--- src/rtl/audio_meter_pkg.sv ---
// Shared types and helpers for the audio metering chain (peak, RMS, clip-detect).
package audio_meter_pkg;

    localparam int PCM_W = 16;
    localparam int MAG_W = 15;

    localparam logic [MAG_W-1:0] MAG_MAX = 15'd32767;

    // Output holding register state: EMPTY has no word offered, FULL offers o_pcm.
    typedef enum logic {
        OUT_EMPTY = 1'b0,
        OUT_FULL  = 1'b1
    } out_state_t;

    // Unsigned maximum of two magnitudes.
    function automatic logic [MAG_W-1:0] mag_max(input logic [MAG_W-1:0] a,
                                                 input logic [MAG_W-1:0] b);
        return (a > b) ? a : b;
    endfunction

endpackage

--- src/rtl/pcm_abs_saturate.sv ---
// Signed 16-bit PCM to 15-bit magnitude; -32768 saturates to 32767 so the
// result always fits in MAG_W bits.
module pcm_abs_saturate
    import audio_meter_pkg::*;
(
    input  logic signed [PCM_W-1:0] pcm,
    output logic        [MAG_W-1:0] mag
);

    logic [PCM_W-1:0] neg;

    // Magnitude select: pass-through, saturate, or two's-complement negate.
    always_comb begin
        neg = ~pcm + PCM_W'(1);
        mag = pcm[MAG_W-1:0];
        if (pcm[PCM_W-1]) begin
            if (pcm[MAG_W-1:0] == '0) begin
                mag = MAG_MAX;
            end else begin
                mag = neg[MAG_W-1:0];
            end
        end
    end

endmodule

--- src/rtl/pcm_peak_detector.sv ---
// Window peak detector: reduces each window of 2^WINDOW_LOG2 accepted samples
// to its maximum magnitude and offers it over valid/ready. The sample side is
// never stalled; if downstream has not taken the previous word when a new
// window closes, the two are merged with max and o_overrun pulses.
//
// Handshake: a transfer happens on a rising clk edge where valid && ready are
// both high; the sender holds its word stable until then (o_pcm may only grow
// through a merge while waiting).
module pcm_peak_detector
    import audio_meter_pkg::*;
#(
    parameter int WINDOW_LOG2 = 10
) (
    input  logic                    clk,
    input  logic                    reset_n,
    input  logic                    i_valid,
    output logic                    i_ready,
    input  logic signed [PCM_W-1:0] i_pcm,
    output logic                    o_valid,
    input  logic                    o_ready,
    output logic        [MAG_W-1:0] o_pcm,
    output logic                    o_overrun
);

    logic [WINDOW_LOG2-1:0] count;
    logic [MAG_W-1:0]       peak;
    logic [MAG_W-1:0]       mag;
    logic [MAG_W-1:0]       peak_next;
    logic                   accept;
    logic                   win_start;
    logic                   win_close;

    out_state_t             state;
    out_state_t             state_next;
    logic [MAG_W-1:0]       pcm_next;
    logic                   overrun_next;

    pcm_abs_saturate u_abs (
        .pcm (i_pcm),
        .mag (mag)
    );

    assign accept    = i_valid && i_ready;
    assign win_start = (count == '0);
    assign win_close = accept && (&count);
    // The first sample of a window discards the previous peak; the value
    // computed here is also the close candidate, so it always includes the
    // closing sample.
    assign peak_next = win_start ? mag : mag_max(peak, mag);

    assign o_valid = (state == OUT_FULL);

    // Input ready comes up on the first edge after reset is released.
    always_ff @(posedge clk or negedge reset_n) begin
        if (!reset_n) begin
            i_ready <= 1'b0;
        end else begin
            i_ready <= 1'b1;
        end
    end

    // Window sample counter and running peak.
    always_ff @(posedge clk or negedge reset_n) begin
        if (!reset_n) begin
            count <= '0;
            peak  <= '0;
        end else if (accept) begin
            count <= count + 1'b1;
            peak  <= peak_next;
        end
    end

    // Output state, held word and overrun pulse registers.
    always_ff @(posedge clk or negedge reset_n) begin
        if (!reset_n) begin
            state     <= OUT_EMPTY;
            o_pcm     <= '0;
            o_overrun <= 1'b0;
        end else begin
            state     <= state_next;
            o_pcm     <= pcm_next;
            o_overrun <= overrun_next;
        end
    end

    // Output FSM next-state: load, release, fresh reload, or merge.
    always_comb begin
        state_next   = state;
        pcm_next     = o_pcm;
        overrun_next = 1'b0;
        case (state)
            OUT_EMPTY: begin
                if (win_close) begin
                    pcm_next   = peak_next;
                    state_next = OUT_FULL;
                end
            end
            OUT_FULL: begin
                if (win_close) begin
                    if (o_ready) begin
                        pcm_next = peak_next;
                    end else begin
                        pcm_next     = mag_max(o_pcm, peak_next);
                        overrun_next = 1'b1;
                    end
                end else if (o_ready) begin
                    state_next = OUT_EMPTY;
                end
            end
            default: begin
                state_next = OUT_EMPTY;
            end
        endcase
    end

endmodule

--- config.mk ---
export PLATFORM = sky130hd
export DESIGN_NAME = pcm_peak_detector
export DESIGN_NICKNAME = d
export VERILOG_FILES = /design/src/rtl/audio_meter_pkg.sv /design/src/rtl/pcm_abs_saturate.sv /design/src/rtl/pcm_peak_detector.sv
export SDC_FILE = /design/constraint.sdc
export NUM_CORES = 1
export LEC_CHECK = 0
export BUFFER_PORTS_ARGS = -buffer_cell sky130_fd_sc_hd__buf_2
export CAP_MARGIN = 20
export CORE_MARGIN = 2
export CORE_UTILIZATION = 45
export CTS_CLUSTER_SIZE = 8
export DETAILED_ROUTE_END_ITERATION = 10
export PLACE_DENSITY_LB_ADDON = 0.15
export SYNTH_ARGS = -nofsm -noshare
export SYNTH_HDL_FRONTEND = slang
export SYNTH_SLANG_ARGS = --single-unit
--- constraint.sdc ---
create_clock -name clk -period 8.4 [get_ports clk]
set_input_delay 1.68 -clock clk [delete_from_list [all_inputs] [get_ports clk]]
set_output_delay 1.68 -clock clk [all_outputs]
set_load 0.02 [all_outputs]
==> results.ini, run 1 <==
[placed_design]
hpwl_mm = 4.99
dp_cells = 442
gp_congestion = 0.867
portBuffers = 37

[logic_synthesis]
post_synth.cell_area_avg_um2 = 9.37
synth-main-ff-cell = dfrtp_1
mappedNetlistNets = 382
syn_inst = 330
synth-xor-area-share = 0.0538
synth_compound_area_frac = 0.128
synth_fa_ha_area_frac = 0.130
synth-simple-area-share = 0.185
number_of_synthesized_flops_with_an_enable_pin = 0
synth_cell_type_count = 51
async_flop_share = 1.00
synth_mux_area_frac = 0.0898
yosys_warnings = 0
cell_area_after_technology_mapping_um2 = 3090
register_bit_count_reported_by_yosys = 43
synth_top_family_by_area = simple AND/OR/NAND/NOR gates
synth.yosys.seq_area_share = 0.348

[worst_setup_path]
worst_r2r_path_depth = 16
r2r_setup_slack_ns = 3.74
criticalPathCategory = input pin to flip-flop
critical_path.endpoint_type = flip-flop
worstSetupStartpointType = input pin
required_ns = 8.63
cp.arrival_ns = 7.55
crit_start = i_pcm[2]
r2r_start = peak[14]
critical_path_peak_fanout = 15

[clock_network]
clkLatencyLatePin_ns = 0.30
cts_tree = built
cts_buffers = 5
cts-root-buf = clkbuf_8
clock_tree.htree_level_count = 2
post_cts_hold_buffer_count = 0
postCtsSetupRepairBufs = 0
cts_max_path_buffers = 2
clock_sinks = 43
path_clk_slew_ns = 0.10
cts_resized = 0

[timing]
skew_ns = 0.0137
finalSetupTns_ns = 0
report.final.setup_viol = 0
clock.fmax_mhz = 137
period_share = 0.872
timing.final.max_slew_violations = 0
setup_repair_after_global_routing_missed_its_margin = false
hold_viol = 0
max-slew-margin-rel = 0.355
timing_worst_slew_pin_value_ns = 0.968
final.min_clock_period_ns = 7.32
worst_hold_slack_ns = 0.497

[power]
powerDensity_nw_per_um2 = 221
peakVddDrop_v = 0.000166
p_leak_uw = 0.00173

[global_route]
overflow = 0
via_count_of_the_first_global_routing_pass = 2307
gr-usage-all-layers = 0.181
maximum_number_of_pins_on_one_net_before_global_route_repair = 44
antenna_violations_before_repair = 0
grt_first_pass_wirelength_mm = 10.7

[routing]
detailroute.via_count = 2355
routed_wl_mm = 6.26
post_drt_wl_per_cell_um = 13.9
drt_antenna_net_count = 0
detailed_router_s_first_iteration_violation_count = 58
firstDrtPassIters = 4
route.detailed.drc = 0
vias_per_cell = 5.23

[cells_and_area]
antenna_cells_inserted = 0
synth_to_final_area_change_pct = 10.8
drive_gt1_frac = 0.195
finalNonFillerCells = 450
mostFrequentLayoutCells = dfrtp_1 (43), nand2_1 (40), buf_2 (37)
final_common_cell = dfrtp_1
final_nets = 421
final_core_utilization = 0.510

[floorplan]
floorplan.die.width_um = 86.9
dieArea_um2 = 7550
core_area_um2 = 6720
initial_utilization = 0.460
num_rows = 30
fp.dieH_um = 86.9
design.portCount = 38

[min_path]
worst_hold_path.num_cells = 1
min-delay-path-class = flip-flop to flip-flop
worstHoldStart = count[8]

[status]
run_status = finished, final reports clean

[run]
number_of_violations_of_the_max_capacitance_limit = 0

-- state kept, by name, indices dropped and copies added (netlist names) --
name and cells:
o_overrun 1, peak 15, o_pcm 15, i_ready 1
count 10, o_valid 1
-- kinds of logic after synthesis --
kind of cell,count (synthesis)
other cells,1
buf+inv,41
compound gates,60
mux,27
simple gates,107
fa+ha+maj,32
xor+xnor,19
flops,43
-- Yosys cell counts, drive strengths merged (9+ instances only) --
| library cell | number | area (µm²) |
|---|---|---|
| a21oi | 11 | 55.1 |
| xnor2 | 18 | 158 |
| nand2 | 40 | 150 |
| o31ai | 9 | 86.3 |
| ha | 32 | 400 |
| dfrtp | 43 | 1080 |
| nand3 | 9 | 45.0 |
| inv | 31 | 116 |
| o21ai | 23 | 115 |
| mux2i | 21 | 210 |
| nor2 | 19 | 71.3 |
-- where the power goes --
group          switching (µW)  internal, µW  leakage [µW]
Clock                    76.1          59.5     0.0000443
Sequential               36.0           246      0.000488
Combinational             181           160       0.00120
Total                     293           465       0.00173
-- area by class of cell --
type / count / area (µm²)
inverters: 31 / 116
clock buffers: 5 / 68.8
fillers: 630 / 3290
repair buffers: 42 / 223
well taps: 80 / 100
flip-flops and latches: 43 / 1080
multi-input cells: 246 / 1820
clock inverters: 3 / 25.0
-- worst max-delay path, stage by stage --
cell and delay (ns):
buf_2 0.13, nor3_2 0.25, nand3_1 0.12, or2_1 0.25, or3_1 0.39, o41ai_2 0.25
mux2i_1 0.26, inv_1 0.07, ha_1 0.29, and4_4 0.23, nand2_1 0.07, o21bai_1 0.18
a21oi_1 0.43, buf_4 0.23, buf_4 0.18, mux2_2 0.38, ha_1 0.30, and4_1 0.20
and3_2 0.23, nand2_1 0.06, a31oi_1 0.17, nor4_2 0.09, o31ai_4 0.83, mux2i_1 0.29
-- layer usage --
layer  global-route usage  share of wire  vias to the layer above
li1                     -              -                     1230
met1                0.253           0.51                     1072
met2                0.287           0.44                       47
met3               0.0294          0.034                        6
met4               0.0597          0.016                        0
met5                    0              0                        -
-- final timing paths --
path	to
worst max register to register	o_pcm[2]
worst max-delay path	o_pcm[2]
max in group asynchronous	count[8]
min in group asynchronous	o_pcm[9]
worst min-delay path	count[8]
worst min register to register	count[8]
-- metrics by stage --
stage | cell area [µm²] | total power [µW] | setup WS (ns)
2_1_floorplan | 3090 | 541 | 1.85
3_3_place_gp | 3330 | 628 | 0.804
3_5_place_dp | 3330 | 632 | 0.756
4_1_cts | 3420 | 769 | 1.04
5_1_grt | 3420 | 832 | 0.558
6_report | 3420 | 758 | 1.08
(Power assumes the default switching activity.)
==> run 2: changes to the inputs <==
--- a/config.mk
+++ b/config.mk
@@ -12,6 +12,7 @@
 export CTS_CLUSTER_SIZE = 8
 export DETAILED_ROUTE_END_ITERATION = 10
 export PLACE_DENSITY_LB_ADDON = 0.15
+export RECOVER_POWER = 50
 export SYNTH_ARGS = -nofsm -noshare
 export SYNTH_HDL_FRONTEND = slang
 export SYNTH_SLANG_ARGS = --single-unit
==> run 2 against run 1 <==
Net effect:
- the run now ends with max-capacitance violations, max-slew violations left
- maximum frequency barely moved
- via count rose by 0.13%
- global-route usage did not move
- critical path type unchanged
- largest cell class unchanged
==> results.ini, run 2 (synthesis gave the netlist of run 1 again) <==
[status]
run_status = finished, violations left
failed_checks = max-capacitance violations, max-slew violations

[timing]
timing.final.ws_setup_ns = 1.07  ; -0.00499 ns
period_share = 0.872  ; about the same
skew_ns = 0.0136  ; -0.0000953 ns
max-slew-margin-rel = -0.515  ; -0.869
finalSetupTns_ns = 0  ; unchanged
hold_viol = 0  ; unchanged
clock.fmax_mhz = 137  ; about the same
setup_repair_after_global_routing_missed_its_margin = false
final.min_clock_period_ns = 7.33  ; +0.00499 ns
report.final.setup_viol = 0  ; unchanged
timing_worst_slew_pin_value_ns = 2.27  ; +1.30 ns
timing.final.max_slew_violations = 44  ; +44

[worst_setup_path]
criticalPathCategory = input pin to flip-flop
worst_r2r_path_depth = 16  ; unchanged
critical_path.endpoint_type = flip-flop
critical_path_peak_fanout = 15  ; unchanged
r2r_setup_slack_ns = 3.74  ; about the same
cp.arrival_ns = 7.55  ; about the same
required_ns = 8.63  ; about the same
worstSetupStartpointType = input pin

[power]
comb_power_share = 0.450  ; about the same
p_int_uw = 465  ; about the same
peakVddDrop_v = 0.000166  ; about the same
powerDensity_nw_per_um2 = 222  ; +0.19%
p_leak_uw = 0.00173  ; -0.20%
sw_frac_of_total = 0.388  ; +0.00105
p_sw_uw = 294  ; +0.43%
power.clock.fraction = 0.179  ; about the same
seqPwrFrac = 0.371  ; about the same

[global_route]
gr-usage-all-layers = 0.181  ; unchanged
via_count_of_the_first_global_routing_pass = 2307  ; unchanged
grt_first_pass_wirelength_mm = 10.7  ; unchanged
maximum_number_of_pins_on_one_net_before_global_route_repair = 44  ; unchanged
overflow = 0  ; unchanged
antenna_violations_before_repair = 0  ; unchanged

[cells_and_area]
mostFrequentLayoutCells = dfrtp_1 (43), nand2_1 (40), buf_2 (36)
final_common_cell = dfrtp_1
largestRegisters = o_pcm (15), peak (15), count (10)
antenna_cells_inserted = 0  ; unchanged
synth_to_final_area_change_pct = 10.7  ; about the same
drive_gt1_frac = 0.192  ; -0.00270
final_nets = 421  ; unchanged

[routing]
post_drt_wl_per_cell_um = 13.9  ; about the same
firstDrtPassIters = 4  ; unchanged
routed_wl_mm = 6.27  ; about the same
route.detailed.drc = 0  ; unchanged
drt_antenna_net_count = 0  ; unchanged
detailed_router_s_first_iteration_violation_count = 65  ; +12%
vias_per_cell = 5.24  ; +0.13%
detailroute.via_count = 2358  ; +0.13%

[clock_network]
post_cts_hold_buffer_count = 0  ; unchanged
cts_buffers = 5  ; unchanged
cts_max_path_buffers = 2  ; unchanged
path_clk_slew_ns = 0.10  ; about the same
clock_sinks = 43  ; unchanged
cts_resized = 0  ; unchanged
cts-root-buf = clkbuf_8
clkLatencyLatePin_ns = 0.30  ; about the same
cts_tree = built
postCtsSetupRepairBufs = 0  ; unchanged
clock_tree.htree_level_count = 2  ; unchanged

[placed_design]
post_place_setup_slack_ns = 0.756  ; unchanged
gp_congestion = 0.867  ; unchanged
hpwl_mm = 4.99  ; unchanged
portBuffers = 37  ; unchanged

[min_path]
worst_hold_path.num_cells = 1  ; unchanged
min-delay-path-class = flip-flop to flip-flop

[floorplan]
design.portCount = 38  ; unchanged
num_rows = 30  ; unchanged
floorplan.die.width_um = 86.9  ; unchanged
dieArea_um2 = 7550  ; unchanged
fp.dieH_um = 86.9  ; unchanged
core_area_um2 = 6720  ; unchanged
initial_utilization = 0.460  ; unchanged

[run]
number_of_violations_of_the_max_capacitance_limit = 1  ; +1

## run 2: final timing paths
check,start,to
setup / recovery,i_pcm[2],o_pcm[2]
setup reg to reg,peak[14],o_pcm[2]
hold reg to reg,count[8],count[8]
max in group asynchronous,reset_n,count[8]
min in group asynchronous,reset_n,peak[5]
hold / removal,count[8],count[8]
## run 2: power groups by stage
| stage | clock, µW | sequential, µW | combinational [µW] |
|---|---|---|---|
| 6_report | 136 | 282 | 342 |
| 5_1_grt | 147 | 289 | 397 |
| 4_1_cts | 140 | 282 | 346 |
| 3_5_place_dp | 0 | 287 | 345 |
| 3_3_place_gp | 0 | 286 | 342 |
| 2_1_floorplan | 0 | 277 | 265 |
## run 2: cell type report
| class | instances | area (µm²) |
|---|---|---|
| well taps | 80 | 100 |
| clock buffers | 5 | 68.8 |
| repair buffers | 42 | 221 |
| clock inverters | 3 | 25.0 |
| fillers | 631 | 3300 |
| multi-input cells | 246 | 1820 |
| flip-flops and latches | 43 | 1080 |
| inverters | 31 | 116 |
## run 2: worst max-delay path, stage by stage
cell and delay (ns):
buf_2 0.13, nor3_2 0.25, nand3_1 0.12, or2_1 0.25, or3_1 0.39, o41ai_2 0.25
mux2i_1 0.26, inv_1 0.07, ha_1 0.29, and4_4 0.23, nand2_1 0.07, o21bai_1 0.18
a21oi_1 0.43, buf_4 0.23, buf_4 0.18, mux2_2 0.38, ha_1 0.30, and4_1 0.20
and3_2 0.23, nand2_1 0.06, a31oi_1 0.17, nor4_2 0.09, o31ai_4 0.83, mux2i_1 0.29
## run 2: per-layer routing
metal	global-route usage	vias up	share of wire
met1	0.253	1076	0.51
met4	0.0597	0	0.016
li1	-	1230	-
met3	0.0294	6	0.033
met5	0	-	0
met2	0.287	46	0.44
## run 2: per-stage QoR
stage / util / total power, µW / hold WS, ns / std cells / instance area, µm²
2_1_floorplan: - / 541 / 0.450 / 330 / 3090
3_3_place_gp: 0.496 / 628 / 0.467 / 442 / 3330
3_5_place_dp: 0.496 / 632 / 0.485 / 442 / 3330
4_1_cts: 0.510 / 769 / 0.502 / 450 / 3420
5_1_grt: 0.509 / 832 / 0.527 / 450 / 3420
6_report: 0.509 / 759 / 0.497 / 450 / 3420
